**src/rtl/iter_scalar_alu.sv**
```systemverilog
// Clocked scalar ALU: add/sub/mov/cmp in one cycle, shift-add multiply and
// restoring divide one bit per cycle, valid/ready on both sides.
module iter_scalar_alu #(
    parameter int N     = 16,
    parameter int CNT_W = $clog2(N) + 1
) (
    input  logic         clk,
    input  logic         rst_n,
    input  logic         flush,
    input  logic         in_valid,
    output logic         in_ready,
    input  logic [N-1:0] A,
    input  logic [N-1:0] B,
    input  logic [2:0]   F,
    output logic         out_valid,
    input  logic         out_ready,
    output logic [N-1:0] Result,
    output logic [N-1:0] ResultHi,
    output logic [3:0]   Flags
);

    // state | meaning
    // IDLE  | ready for an op
    // MUL   | shift-add multiply, one multiplier bit per edge
    // DIV   | restoring divide, one dividend bit per edge
    // DONE  | result held until out_ready
    typedef enum logic [1:0] {S_IDLE, S_MUL, S_DIV, S_DONE} state_t;

    state_t            state, state_nxt;
    logic [CNT_W-1:0]  cnt, cnt_nxt;
    logic [N-1:0]      res, res_nxt;
    logic [N-1:0]      hi, hi_nxt;
    logic [N-1:0]      opnd, opnd_nxt;
    logic [3:0]        flags, flags_nxt;

    logic [N:0]        add_sum;
    logic [N-1:0]      sub_diff;
    logic              v_add, v_sub;
    logic [N-1:0]      cmp_res;
    logic [N:0]        mul_sum;
    logic [N-1:0]      mul_lo, mul_hi;
    logic [N:0]        div_shift;
    logic              div_ge;
    logic [N-1:0]      div_rem, div_quo;

    assign add_sum  = {1'b0, A} + {1'b0, B};
    assign sub_diff = A - B;
    assign v_add    = (A[N-1] == B[N-1]) && (add_sum[N-1] != A[N-1]);
    assign v_sub    = (A[N-1] != B[N-1]) && (sub_diff[N-1] != A[N-1]);
    assign cmp_res  = ((A < B) && (A != '0)) ? A : B;

    // Multiply: hi:res holds partial product over the shifting multiplier.
    assign mul_sum  = {1'b0, hi} + (res[0] ? {1'b0, opnd} : '0);
    assign mul_lo   = {mul_sum[0], res[N-1:1]};
    assign mul_hi   = mul_sum[N:1];

    // Divide: hi is the partial remainder, res shifts dividend out / quotient in.
    // A successful trial leaves a value below opnd, so N-bit subtraction suffices.
    assign div_shift = {hi, res[N-1]};
    assign div_ge    = (div_shift >= {1'b0, opnd});
    assign div_rem   = div_ge ? (div_shift[N-1:0] - opnd) : div_shift[N-1:0];
    assign div_quo   = {res[N-2:0], div_ge};

    always_ff @(posedge clk or negedge rst_n) begin
        if (!rst_n) begin
            state <= S_IDLE;
            cnt   <= '0;
            res   <= '0;
            hi    <= '0;
            opnd  <= '0;
            flags <= '0;
        end else begin
            state <= state_nxt;
            cnt   <= cnt_nxt;
            res   <= res_nxt;
            hi    <= hi_nxt;
            opnd  <= opnd_nxt;
            flags <= flags_nxt;
        end
    end

    always_comb begin
        state_nxt = state;
        cnt_nxt   = cnt;
        res_nxt   = res;
        hi_nxt    = hi;
        opnd_nxt  = opnd;
        flags_nxt = flags;
        case (state)
            S_IDLE: begin
                if (in_valid && !flush) begin
                    hi_nxt    = '0;
                    state_nxt = S_DONE;
                    case (F)
                        3'b000: begin
                            res_nxt   = add_sum[N-1:0];
                            flags_nxt = {1'b0, v_add, add_sum[N], add_sum[N-1:0] == '0};
                        end
                        3'b001: begin
                            res_nxt   = sub_diff;
                            flags_nxt = {1'b0, v_sub, A >= B, sub_diff == '0};
                        end
                        3'b011: begin
                            res_nxt   = A;
                            opnd_nxt  = B;
                            flags_nxt = '0;
                            cnt_nxt   = CNT_W'(N);
                            state_nxt = S_MUL;
                        end
                        3'b100: begin
                            if (B == '0) begin
                                res_nxt   = '1;
                                hi_nxt    = A;
                                flags_nxt = 4'b1000;
                            end else begin
                                res_nxt   = A;
                                opnd_nxt  = B;
                                flags_nxt = '0;
                                cnt_nxt   = CNT_W'(N);
                                state_nxt = S_DIV;
                            end
                        end
                        3'b101: begin
                            res_nxt   = cmp_res;
                            flags_nxt = {3'b000, cmp_res == '0};
                        end
                        default: begin
                            res_nxt   = B;
                            flags_nxt = {3'b000, B == '0};
                        end
                    endcase
                end
            end
            S_MUL: begin
                res_nxt   = mul_lo;
                hi_nxt    = mul_hi;
                flags_nxt = {3'b000, mul_lo == '0};
                cnt_nxt   = cnt - CNT_W'(1);
                if (cnt == CNT_W'(1)) state_nxt = S_DONE;
            end
            S_DIV: begin
                res_nxt   = div_quo;
                hi_nxt    = div_rem;
                flags_nxt = {3'b000, div_quo == '0};
                cnt_nxt   = cnt - CNT_W'(1);
                if (cnt == CNT_W'(1)) state_nxt = S_DONE;
            end
            S_DONE: begin
                if (out_ready) state_nxt = S_IDLE;
            end
            default: state_nxt = S_IDLE;
        endcase
        if (flush) begin
            state_nxt = S_IDLE;
            cnt_nxt   = '0;
        end
    end

    assign in_ready  = (state == S_IDLE);
    assign out_valid = (state == S_DONE);
    assign Result    = res;
    assign ResultHi  = hi;
    assign Flags     = flags;

endmodule

```
**config.mk**
```make
export PLATFORM = sky130hd
export DESIGN_NAME = iter_scalar_alu
export DESIGN_NICKNAME = d
export VERILOG_FILES = /design/src/rtl/iter_scalar_alu.sv
export SDC_FILE = /design/constraint.sdc
export NUM_CORES = 1
export LEC_CHECK = 0
export ABC_AREA = 1
export BUFFER_PORTS_ARGS = -buffer_cell sky130_fd_sc_hd__buf_2
export CORE_UTILIZATION = 55
export CTS_CLUSTER_SIZE = 14
export DETAILED_ROUTE_END_ITERATION = 7
export GPL_ROUTABILITY_DRIVEN = 1
export HOLD_SLACK_MARGIN = 0.02
export PLACE_DENSITY = 0.75
export SYNTH_ARGS = -nofsm -noshare
export SYNTH_HDL_FRONTEND = slang
export SYNTH_SLANG_ARGS = --single-unit
```
**constraint.sdc**
```tcl
create_clock -name clk -period 2.7 [get_ports clk]
set_input_delay 0.405 -clock clk [delete_from_list [all_inputs] [get_ports clk]]
set_output_delay 0.405 -clock clk [all_outputs]
set_load 0.01 [all_outputs]
```
==> metrics <==
status=finished clean; Post-Synth Simple-Gate Area=0.371; largest net degree at the start of global routing=60; Crit path largest cell delay=0.42 ns; period utilization=0.942; pre-CTS setup slack=-0.0352 ns; worst-case reg-to-reg path depth=16; die width=122 microns; sw power=5210 uW; synthesized flop and latch total=59; initial antenna violation count=0; Avg WL per Cell=17.7 microns; Final setup violation count=0; num ports=78; Cell Area, Synth=7920 sq um; Reg2Reg Launch Point=Result[15]$_DFFE_PN0P_; Inserted Clock Buffers=9; Worst Skew=0.00601 ns; DRC violations left=0; Slew Limit Fails=0; Max transition margin=0.497; mux contribution to synthesized area=0; Fmax=0.393 GHz; die outline area=14900 sq um; core box area=14000 sq um; share of cells above drive strength 1=0.152; Area Overhead vs Synth=18.4%; Pleak=0.00517 uW; measured slew at the worst slew-check pin=0.754 ns; vias in the first global route=9127; Reg2Reg Setup Slack=0.16 ns; worst hold path class=in -> async; row count=43; Pint=4720 uW; # port buffers=77; drt first pass iters=7; number of max-cap violations=0; PwrDens=1060 nW/um^2; R2R Path End=ResultHi[14]$_DFFE_PN0P_; Final Hold Fails=0; first-pass GRT wire length=45700 microns; worst vdd rail ir drop=0.495 mV; initial drt markers=1175; switching part of the total power=0.525; Initial Util=0.566; Avg Cell Area, Syn=6.03 sq um; register area=1480 sq um; final instance area=9380 sq um; clock-pin slew on the worst setup and hold paths=0.05 ns; Critical Path End Type=flip-flop; fin crit period=2.54 ns; cell mode on critical path=nand2_1; vias per cell=5.85; WS Path Type=reg -> reg; Clk Latency, worst-skew pair=0.33 ns; CP max FO=3; GPL Wtd Cong=1.01; Synth Net Count=1430; CP max-delay cell=dfrtp_1; sequential share of the synthesized area=0.186; H-tree lvl count=3; fin nets=1574; Remaining Overflow, GRT=0; Adder-Cell Fraction of Synth Area=0.122; Die Y=122 microns; yosys warns=0; Synth Area in Compound Gates=0.189; hpwl dp=23700 microns; critical path data required time=2.97 ns; cell count after synthesis=1315; crit path capture=ResultHi[14]$_DFFE_PN0P_; Comb pwr share=0.700; Max Root-Sink Buffers=2; routed wire length=29100 microns; Clock Sinks=59; Root Driver=clkbuf_16; Worst Path Arrival=2.82 ns; area post-placement=9030 sq um; sequential share of power=0.173; Final ANT Viol Nets=0; Hold Buf Count CTS=0; Filler Cells Inserted=1387; area of the multi-input gates=5610 sq um; largest family of logic cells by synthesized area=simple AND/OR/NAND/NOR gates; routed via count=9612; Netlist cell types=49; Critical Path Source=Result[15]$_DFFE_PN0P_; Clock Power Share=0.127; GRT Util Overall=0.405; CTS tree=yes; CP startpoint kind=flip-flop; Final WS setup=0.157 ns; final antenna diode count=0; crit-path cells=inv_1 > ha_1 > inv_1 > fa_1 > nand3_1 > nand2_1 > nand2_1 > nand4_1 > nand2_1 > nand2_1 > xnor2_1 > nand2_1 > nand2_1 > o21ai_0 > nand2_1 > nand2_1; Post-Synth XOR/XNOR Area=0.0254
## cells in the final DEF (no fill, tap or decap), drive strengths merged, types with 3 or more instances in the layout
cell     instances
buf            175
a221oi          15
a22oi            7
o22ai            9
xor2            14
clkbuf          11
dfrtp           59
nand3b           5
ha              71
o2111ai          4
a21oi          101
nor2           140
or2              6
clkinv           4
o31ai            5
xnor2            9
fa               4
nand2          409
o211ai           3
nand3           91
inv            160
nor3            14
o21bai           7
a31oi            3
a21o             3
nand4           27
o21ai           91
## cells in the mapped netlist, drive strengths merged
cell	instances	area, sq um
fa	4	80.1
o2111ai	4	35.0
or2	6	37.5
o221ai	2	17.5
xnor2	9	78.8
buf	16	138
nand3	91	468
nor3b	1	7.51
a21oi	101	536
o22ai	9	56.3
nand2	409	1580
clkbuf	26	97.6
inv	160	601
a21boi	2	15.0
nand3b	5	37.5
a211oi	2	15.0
o31ai	5	37.5
nor4	2	12.5
a221oi	15	131
o211ai	3	22.5
o21bai	7	52.6
dfrtp	59	1480
nor2	140	528
or4	1	7.51
o21ai	91	455
nor4b	1	8.76
clkinv	2	7.51
a21o	3	22.5
a311oi	1	8.76
nor3	14	81.3
nand4	27	169
a22oi	7	52.6
o32ai	1	8.76
xor2	14	123
o311ai	1	8.76
ha	71	888
a31oi	3	18.8
## worst min-delay path by stage
stage          slack (ns)                       end            startpoint  depth (start not counted)
3_3_place_gp         0.47      Flags[3]$_DFFE_PN0P_  Flags[3]$_DFFE_PN0P_                          2
2_1_floorplan        0.11      Flags[0]$_DFFE_PN0P_                 rst_n                          0
6_report             0.22        cnt[2]$_DFFE_PN0P_                 rst_n                          2
3_5_place_dp         0.47      Flags[1]$_DFFE_PN0P_  Flags[1]$_DFFE_PN0P_                          2
4_1_cts              0.26        cnt[2]$_DFFE_PN0P_                 rst_n                          2
5_1_grt              0.30  ResultHi[12]$_DFFE_PN0P_                 rst_n                          2
## sequential cells by signal, summed over array words and instances (netlist names)
register / count
state: 2
ResultHi: 16
cnt: 5
Flags: 4
Result: 16
opnd: 16
## area by class of cell
| class | count | area share |
|---|---|---|
| multi-input combinational | 1052 | 0.598 |
| clock buffer | 11 | 0.0269 |
| sequential | 59 | 0.158 |
| timing repair buffer | 175 | 0.121 |
| clock inverter | 4 | 0.00787 |
| tap | 180 | 0.0240 |
| inverter | 162 | 0.0648 |
## worst max-delay path: cells and delay by family (launching register included)
kind | cells | cell delay [ns]
simple gates | 10 | 0.87
fa+ha+maj | 2 | 0.59
buf+inv | 2 | 0.24
compound gates | 1 | 0.22
xor+xnor | 1 | 0.14
flops | 1 | 0.42
## logic make-up after synthesis
kind of cell,after synthesis
adders and majority gates,75
DFF,59
buffers and inverters,204
AOI/OAI and AO/OA,257
and+or+nand+nor,697
xor gates and xnor gates,23
## layer usage
metal / vias to the layer above / global-route usage / share of wire
met5: - / 0 / 0
met4: 0 / 0.278 / 0.066
met3: 134 / 0.0735 / 0.084
met2: 518 / 0.671 / 0.46
met1: 4316 / 0.475 / 0.39
li1: 4644 / - / -
## through the flow
stage / hold WS (ns) / utilization / std cells / TNS (ns) / power, uW
final: 0.222 / 0.671 / 1643 / 0 / 9930
after global routing: 0.302 / 0.671 / 1643 / -0.00433 / 10800
after global placement: 0.465 / 0.646 / 1626 / -0.00249 / 8340
after CTS: 0.255 / 0.669 / 1641 / 0 / 9720
after floorplan: 0.109 / - / 1315 / 0 / 6200
after detailed placement: 0.468 / 0.646 / 1626 / -0.0464 / 8400
## power by group through the flow
| stage | Clock (uW) | Sequential [uW] | Combinational, uW |
|---|---|---|---|
| finish | 1260 | 1710 | 6950 |
| global route | 1300 | 1740 | 7710 |
| CTS | 1270 | 1690 | 6760 |
| detailed placement | 0 | 1700 | 6700 |
| global placement | 0 | 1700 | 6640 |
| floorplan | 0 | 1710 | 4490 |
## what timing repair did
| action | 4_1_cts | 5_1_grt |
|---|---|---|
| resized for setup | 0 | 5 |
| endpoints found under the setup margin | 0 | 9 |
| buffers inserted | 0 | 2 |
| hold endpoints to repair | 0 | 0 |
(Power assumes the default switching activity.)
